`src/rtl/approx_mul_pipe.sv`:
```
// Pipelined signed approximate multiplier: drops K LSBs per operand, multiplies, rescales by 2^(2K).
// Optional per-transaction exact mode when APPROX_MUL_EXACT_EN is defined.
module approx_mul_pipe #(
    parameter int unsigned W      = 16,
    parameter int unsigned K      = 2,
    parameter int unsigned STAGES = 2,
    parameter int unsigned TAG_W  = 4
) (
    input  logic               clock,
    input  logic               reset,
    input  logic               in_valid,
    output logic               in_ready,
    input  logic [W-1:0]       in_a,
    input  logic [W-1:0]       in_b,
    input  logic [TAG_W-1:0]   in_tag,
    input  logic               in_exact,
    output logic               out_valid,
    input  logic               out_ready,
    output logic [2*W-1:0]     out_o,
    output logic [TAG_W-1:0]   out_tag,
    output logic               out_exact
);

    localparam int unsigned HW = W - K;
    localparam int unsigned PW = 2 * W;

    logic                    w_advance;
    logic signed [2*HW-1:0]  w_a_h;
    logic signed [2*HW-1:0]  w_b_h;
    logic signed [2*HW-1:0]  w_p_approx;
    logic [PW-1:0]           w_approx;
    logic [PW-1:0]           w_prod;
    logic                    w_exact_sel;
    logic                    w_unused;

    logic [STAGES-1:0]       r_valid;
    logic [STAGES-1:0]       r_exact;
    logic [PW-1:0]           r_prod [STAGES];
    logic [TAG_W-1:0]        r_tag  [STAGES];

    // Whole pipeline moves together; it only freezes when the head result is blocked.
    assign w_advance = out_ready | ~r_valid[STAGES-1];
    assign in_ready  = w_advance;

    // Truncated operands are sign-extended so the product's width equals its full range.
    assign w_a_h      = (2*HW)'($signed(in_a[W-1:K]));
    assign w_b_h      = (2*HW)'($signed(in_b[W-1:K]));
    assign w_p_approx = w_a_h * w_b_h;
    assign w_approx   = PW'(w_p_approx) << (2*K);

`ifdef APPROX_MUL_EXACT_EN
    logic signed [PW-1:0] w_a_x;
    logic signed [PW-1:0] w_b_x;
    logic signed [PW-1:0] w_p_exact;

    assign w_a_x       = PW'($signed(in_a));
    assign w_b_x       = PW'($signed(in_b));
    assign w_p_exact   = w_a_x * w_b_x;
    assign w_exact_sel = in_exact;
    assign w_prod      = in_exact ? PW'(w_p_exact) : w_approx;
`else
    assign w_exact_sel = 1'b0;
    assign w_prod      = w_approx;
`endif

    // Truncated LSBs and, in the approximate-only build, the mode request are intentionally dropped.
    assign w_unused = ^{in_exact, in_a, in_b};

    // Slice 0 captures the product; later slices are plain shift stages.
    always_ff @(posedge clock) begin
        if (reset) begin
            r_valid <= '0;
            r_exact <= '0;
            for (int i = 0; i < int'(STAGES); i++) begin
                r_prod[i] <= '0;
                r_tag[i]  <= '0;
            end
        end else if (w_advance) begin
            r_valid[0] <= in_valid;
            if (in_valid) begin
                r_prod[0]  <= w_prod;
                r_tag[0]   <= in_tag;
                r_exact[0] <= w_exact_sel;
            end
            for (int i = 1; i < int'(STAGES); i++) begin
                r_valid[i] <= r_valid[i-1];
                if (r_valid[i-1]) begin
                    r_prod[i]  <= r_prod[i-1];
                    r_tag[i]   <= r_tag[i-1];
                    r_exact[i] <= r_exact[i-1];
                end
            end
        end
    end

    assign out_valid = r_valid[STAGES-1];
    assign out_o     = r_prod[STAGES-1];
    assign out_tag   = r_tag[STAGES-1];
    assign out_exact = r_exact[STAGES-1];

endmodule

```
`config.mk`:
```
export PLATFORM = sky130hd
export DESIGN_NAME = approx_mul_pipe
export DESIGN_NICKNAME = d
export VERILOG_FILES = /design/src/rtl/approx_mul_pipe.sv
export SDC_FILE = /design/constraint.sdc
export NUM_CORES = 1
export LEC_CHECK = 0
export ABC_CLOCK_PERIOD_IN_PS = 18000
export CAP_MARGIN = 25
export CORE_UTILIZATION = 65
export CTS_CLUSTER_SIZE = 40
export DETAILED_ROUTE_END_ITERATION = 8
export GPL_TIMING_DRIVEN = 0
export MAX_ROUTING_LAYER = met4
export PLACE_DENSITY = 0.87
export SYNTH_ARGS = -nofsm -noshare
export SYNTH_HDL_FRONTEND = slang
export SYNTH_SLANG_ARGS = --single-unit
```
`constraint.sdc`:
```
create_clock -name clock -period 18 [get_ports clock]
set_input_delay 3.6 -clock clock [delete_from_list [all_inputs] [get_ports clock]]
set_output_delay 3.6 -clock clock [all_outputs]
set_load 0.1 [all_outputs]
```
After elaboration in Yosys (flattened, before gate mapping). Memories as Yosys holds them, arrays and structs flattened. Cells that the tools add are included.

Output and inout bits: 39. Bits in writable memories: 72. Memories kept: 2. Register bits: 2. Bits in read-only memories: 0. Logic and storage cells: 24. Bits in latches: 0.

Memories: r_prod (depth 2, width 32, read ports 2, clocked after memory_dff 0, wr ports 2, line 38) `logic [PW-1:0] r_prod [STAGES];`; r_tag (depth 2, width 4, read ports 2, clocked after memory_dff 0, wr ports 2, line 39) `logic [TAG_W-1:0] r_tag [STAGES];`.

Eq/ne operators: 0. Add/sub/neg operators: 0. Div/mod/pow operators: 0. Multipliers: 1. Magnitude comparators: 0. Bitwise operators: 6. Reductions and logical operators: 0. Shift-type cells: 0. Multiplexer cells: 14.

Operators by type and width (count): 2-to-1 mux 32 bit (2); multiplier 14 x 14 -> 28 bit (1); 2-to-1 mux 1 bit (10); 2-to-1 mux 4 bit (2); OR 1 bit (5); NOT 1 bit (1).

Depth between registers and ports, before layout.
Depth after elaboration: 6. Depth in mapped cells: 22.

Worst setup path before layout. Ideal clock, no wire load.

Path type: input -> register. Start: in in_a[15]. End: mem r_prod[0][28] in the netlist's numbering, data pin. Path buffers: 1. Data arrival time: 8782 ps. Setup slack: 8961 ps. Setup time: 257 ps. Stages on the path: 18. Cells stage by stage: clkbuf_1 > nand2_1 > fa_1 > fa_1 > inv_1 > fa_1 > fa_1 > fa_1 > inv_1 > fa_1 > inv_1 > ha_1 > nand2_1 > o21ai_1 > o31a_1 > or4_1 > o22a_1 > mux2i_1.

RTL lines: from (decl) (line 13) `input logic [W-1:0] in_a,`; to (decl) (line 38).

==> results.sh <==
export IMPL_status="completed"
export IMPL_timing_rr_start="r_valid[1]"
export IMPL_overflow=0
export IMPL_slowest_stage="fa_1"
export IMPL_min_period_ns=10.25
export IMPL_fin_crit_sh_pct=56.97
export IMPL_worstPathCellList="clkdlybuf4s50_1, clkbuf_1, nand2_1, fa_1, fa_1, inv_1, fa_1, fa_1, fa_1, inv_1, fa_1, inv_1, ha_1, and3_1, a311oi_1, a21boi_0, or3_1, a21oi_1"
export IMPL_fmax_mhz=97.51
export IMPL_htree_levels=3
export IMPL_yosys_area_share_adder_pct=45.38
export IMPL_grt_start_max_net_pins=23
export IMPL_synth_cells=1048
export IMPL_dieArea_mm2=0.01659
export IMPL_clk_pin_slew_ns=0.05
export IMPL_io_buffers=69
export IMPL_synth_top_family_by_area="adder cells"
export IMPL_root_buffer="clkbuf_16"
export IMPL_routed_wl_um=23630
export IMPL_initial_core_util_pct=67.73
export IMPL_hold_viol=0
export IMPL_hpwl_um=19290
export IMPL_drc_errors=0
export IMPL_ys_seq_elements=66
export IMPL_antenna_found_initial=0
export IMPL_cts_sink_count=66
export IMPL_die_h_um=128.8
export IMPL_wl_per_cell_um=17.49
export IMPL_post_cts_buffers=0
export IMPL_finalSetupViolCount=0
export IMPL_yosysWarnings=0
export IMPL_detail_route_antenna_nets=0
export IMPL_track_usage_pct=33.15
export IMPL_post_cts_resized=0
export IMPL_slew_violations=0
export IMPL_fill_cells=1042
export IMPL_dr_pass1_iters=7
export IMPL_cts_tree="yes"
export IMPL_cts_buffers=9
export IMPL_core_area_mm2=0.01543
export IMPL_setup_tns_final_ns=0
export IMPL_route_vias_total=7502
export IMPL_synth_area_mux_share_pct=0.2874
export IMPL_critPathMaxStageDelay_ns=0.75
export IMPL_fin_skew_ns=0.004956
export IMPL_drt_iter0_markers=437
export IMPL_ios=80
export IMPL_finalNetCount=1437
export IMPL_cp_start_kind="input port"
export IMPL_synth_xor_area_share_pct=1.760
export IMPL_cp_end_kind="flop"
export IMPL_grt_pass1_wl_um=39630
export IMPL_async_flop_share_pct=0
export IMPL_multi_input_area_mm2=0.007262
export IMPL_critPathTopFamily="adder cells"
export IMPL_cap_violations=0
export IMPL_rows=45
export IMPL_slew_headroom_pct=32.95
export IMPL_vias_per_cell=5.553
export IMPL_crit_path_start="in_b[4]"
export IMPL_cp_required_ns=18.16
export IMPL_hp_class="flop to flop"
export IMPL_yosys_area_share_simple_pct=16.30
export IMPL_cp_max_fo=10
export IMPL_cp_arrival_ns=10.41
export IMPL_clk_latency_ns=0.33
export IMPL_syn_avg_cell_area_um2=9.970
export IMPL_area_growth_pct=12.53
export IMPL_synth_compound_area_share_pct=5.592
export IMPL_hp_start="r_valid[0]"
export IMPL_dp_slack_ns=7.543
export IMPL_whs_ns=0.5099
export IMPL_drive_above_1_share_pct=5.882
export IMPL_syn_area_mm2=0.01045
export IMPL_synth_edf_count=64
export IMPL_seq_area_mm2=0.001962
export IMPL_path_buf_inv=5
export IMPL_grt_setup_unrepaired="false"
export IMPL_ys_types=57
export IMPL_critPathKind="input port to flop"
export IMPL_worst_slack_ns=7.745
export IMPL_cts_hold_buf=0
export IMPL_synthFlopType="edfxtp_1"
export IMPL_place_gp_congestion=0.9305
export IMPL_crit_path_frequent_cell="fa_1"
export IMPL_grt_pass1_vias=8331
export IMPL_worstMarginPinSlew_ns=1.003
export IMPL_synth_seq_area_share_pct=18.78
export IMPL_die_x_um=128.8
export IMPL_clockBufferDepth=2
[flip-flops by register name (all words and copies together) (netlist names)]
| signal | flops |
|---|---|
| r_prod | 56 |
| r_tag | 8 |
| r_valid | 2 |
[worst min-delay path: stages, from the launching register on]
cell and delay, ns:
dfxtp_1 0.33, nand2_1 0.07, a21oi_1 0.06
[cell usage after synthesis (all sizes together) (2+ instances only)]
| cell | n | area share (%) |
|---|---|---|
| inv | 213 | 7.7 |
| fa | 195 | 37 |
| and2 | 144 | 8.6 |
| nand2 | 96 | 3.4 |
| ha | 67 | 8.0 |
| edfxtp | 64 | 18 |
| buf | 45 | 3.1 |
| nor2 | 37 | 1.5 |
| clkbuf | 32 | 1.1 |
| a21oi | 20 | 1.0 |
| o21ai | 16 | 0.77 |
| xnor2 | 16 | 1.3 |
| a21o | 10 | 0.72 |
| a211oi | 8 | 0.74 |
| nor3 | 8 | 0.38 |
| nand2b | 7 | 0.42 |
| a211o | 5 | 0.42 |
| and3 | 5 | 0.30 |
| nand3 | 5 | 0.24 |
| xor2 | 5 | 0.42 |
| o21a | 4 | 0.29 |
| or3 | 4 | 0.24 |
| mux2i | 3 | 0.29 |
| nand4 | 3 | 0.18 |
| nor2b | 3 | 0.18 |
| nor3b | 3 | 0.26 |
| a2111oi | 2 | 0.17 |
| a21boi | 2 | 0.14 |
| a221o | 2 | 0.19 |
| and4 | 2 | 0.17 |
| dfxtp | 2 | 0.38 |
| o21bai | 2 | 0.14 |
| o31a | 2 | 0.17 |
| or4 | 2 | 0.14 |
[cells by family after synthesis]
logic type / Yosys count
AOI/OAI and AO/OA: 83
xor gates and xnor gates: 21
adders and majority gates: 262
buffers and inverters: 290
DFF: 66
muxes: 3
other: 1
and+or+nand+nor: 322
[layer usage]
metal	global-route usage, %	vias up	part of all wire (%)
li1	-	3334	-
met1	36.90	3723	37
met2	57.58	344	52
met3	5.530	101	6.3
met4	16.82	0	5.2
met5	-	-	0
[per-stage QoR]
step           utilization [%]  instances  instance area, um2
2_1_floorplan                -       1052               10460
3_3_place_gp             74.01       1332               11420
3_5_place_dp             74.29       1334               11460
4_1_cts                  76.20       1350               11760
5_1_grt                  76.20       1350               11760
6_report                 76.21       1351               11760
[worst paths after layout]
kind / endpoint / slack, ns / depth (start not counted)
max: r_prod[0][31] / 7.75 / 18
min: r_valid[0] / 0.51 / 2
max reg2reg: r_prod[0][45] / 15.71 / 5
min reg2reg: r_valid[0] / 0.51 / 2
[cell usage in the layout, fill, tap and decap left out, types with 16 or more instances in the layout]
cell,synthesis,layout
xnor2_1,16,16
nand2_1,96,96
and2_1,144,144
ha_1,67,67
inv_1,213,213
clkbuf_1,32,32
nor2_1,35,35
a21oi_1,18,18
fa_1,195,195
clkdlybuf4s50_1,0,69
buf_4,37,37
edfxtp_1,64,64
[final cells by class]
class | count | area share, %
tap | 211 | 2.245
clock inverter | 7 | 0.5853
inverter | 213 | 6.800
buffer | 77 | 3.746
multi-input combinational | 696 | 61.76
clock buffer | 9 | 1.916
antenna | 1 | 0.02128
timing repair buffer | 71 | 6.236
sequential | 66 | 16.69
Power is left out: the tool's default activity adds up to more than one toggle a clock period on the data nets, which glitch-free logic cannot reach.
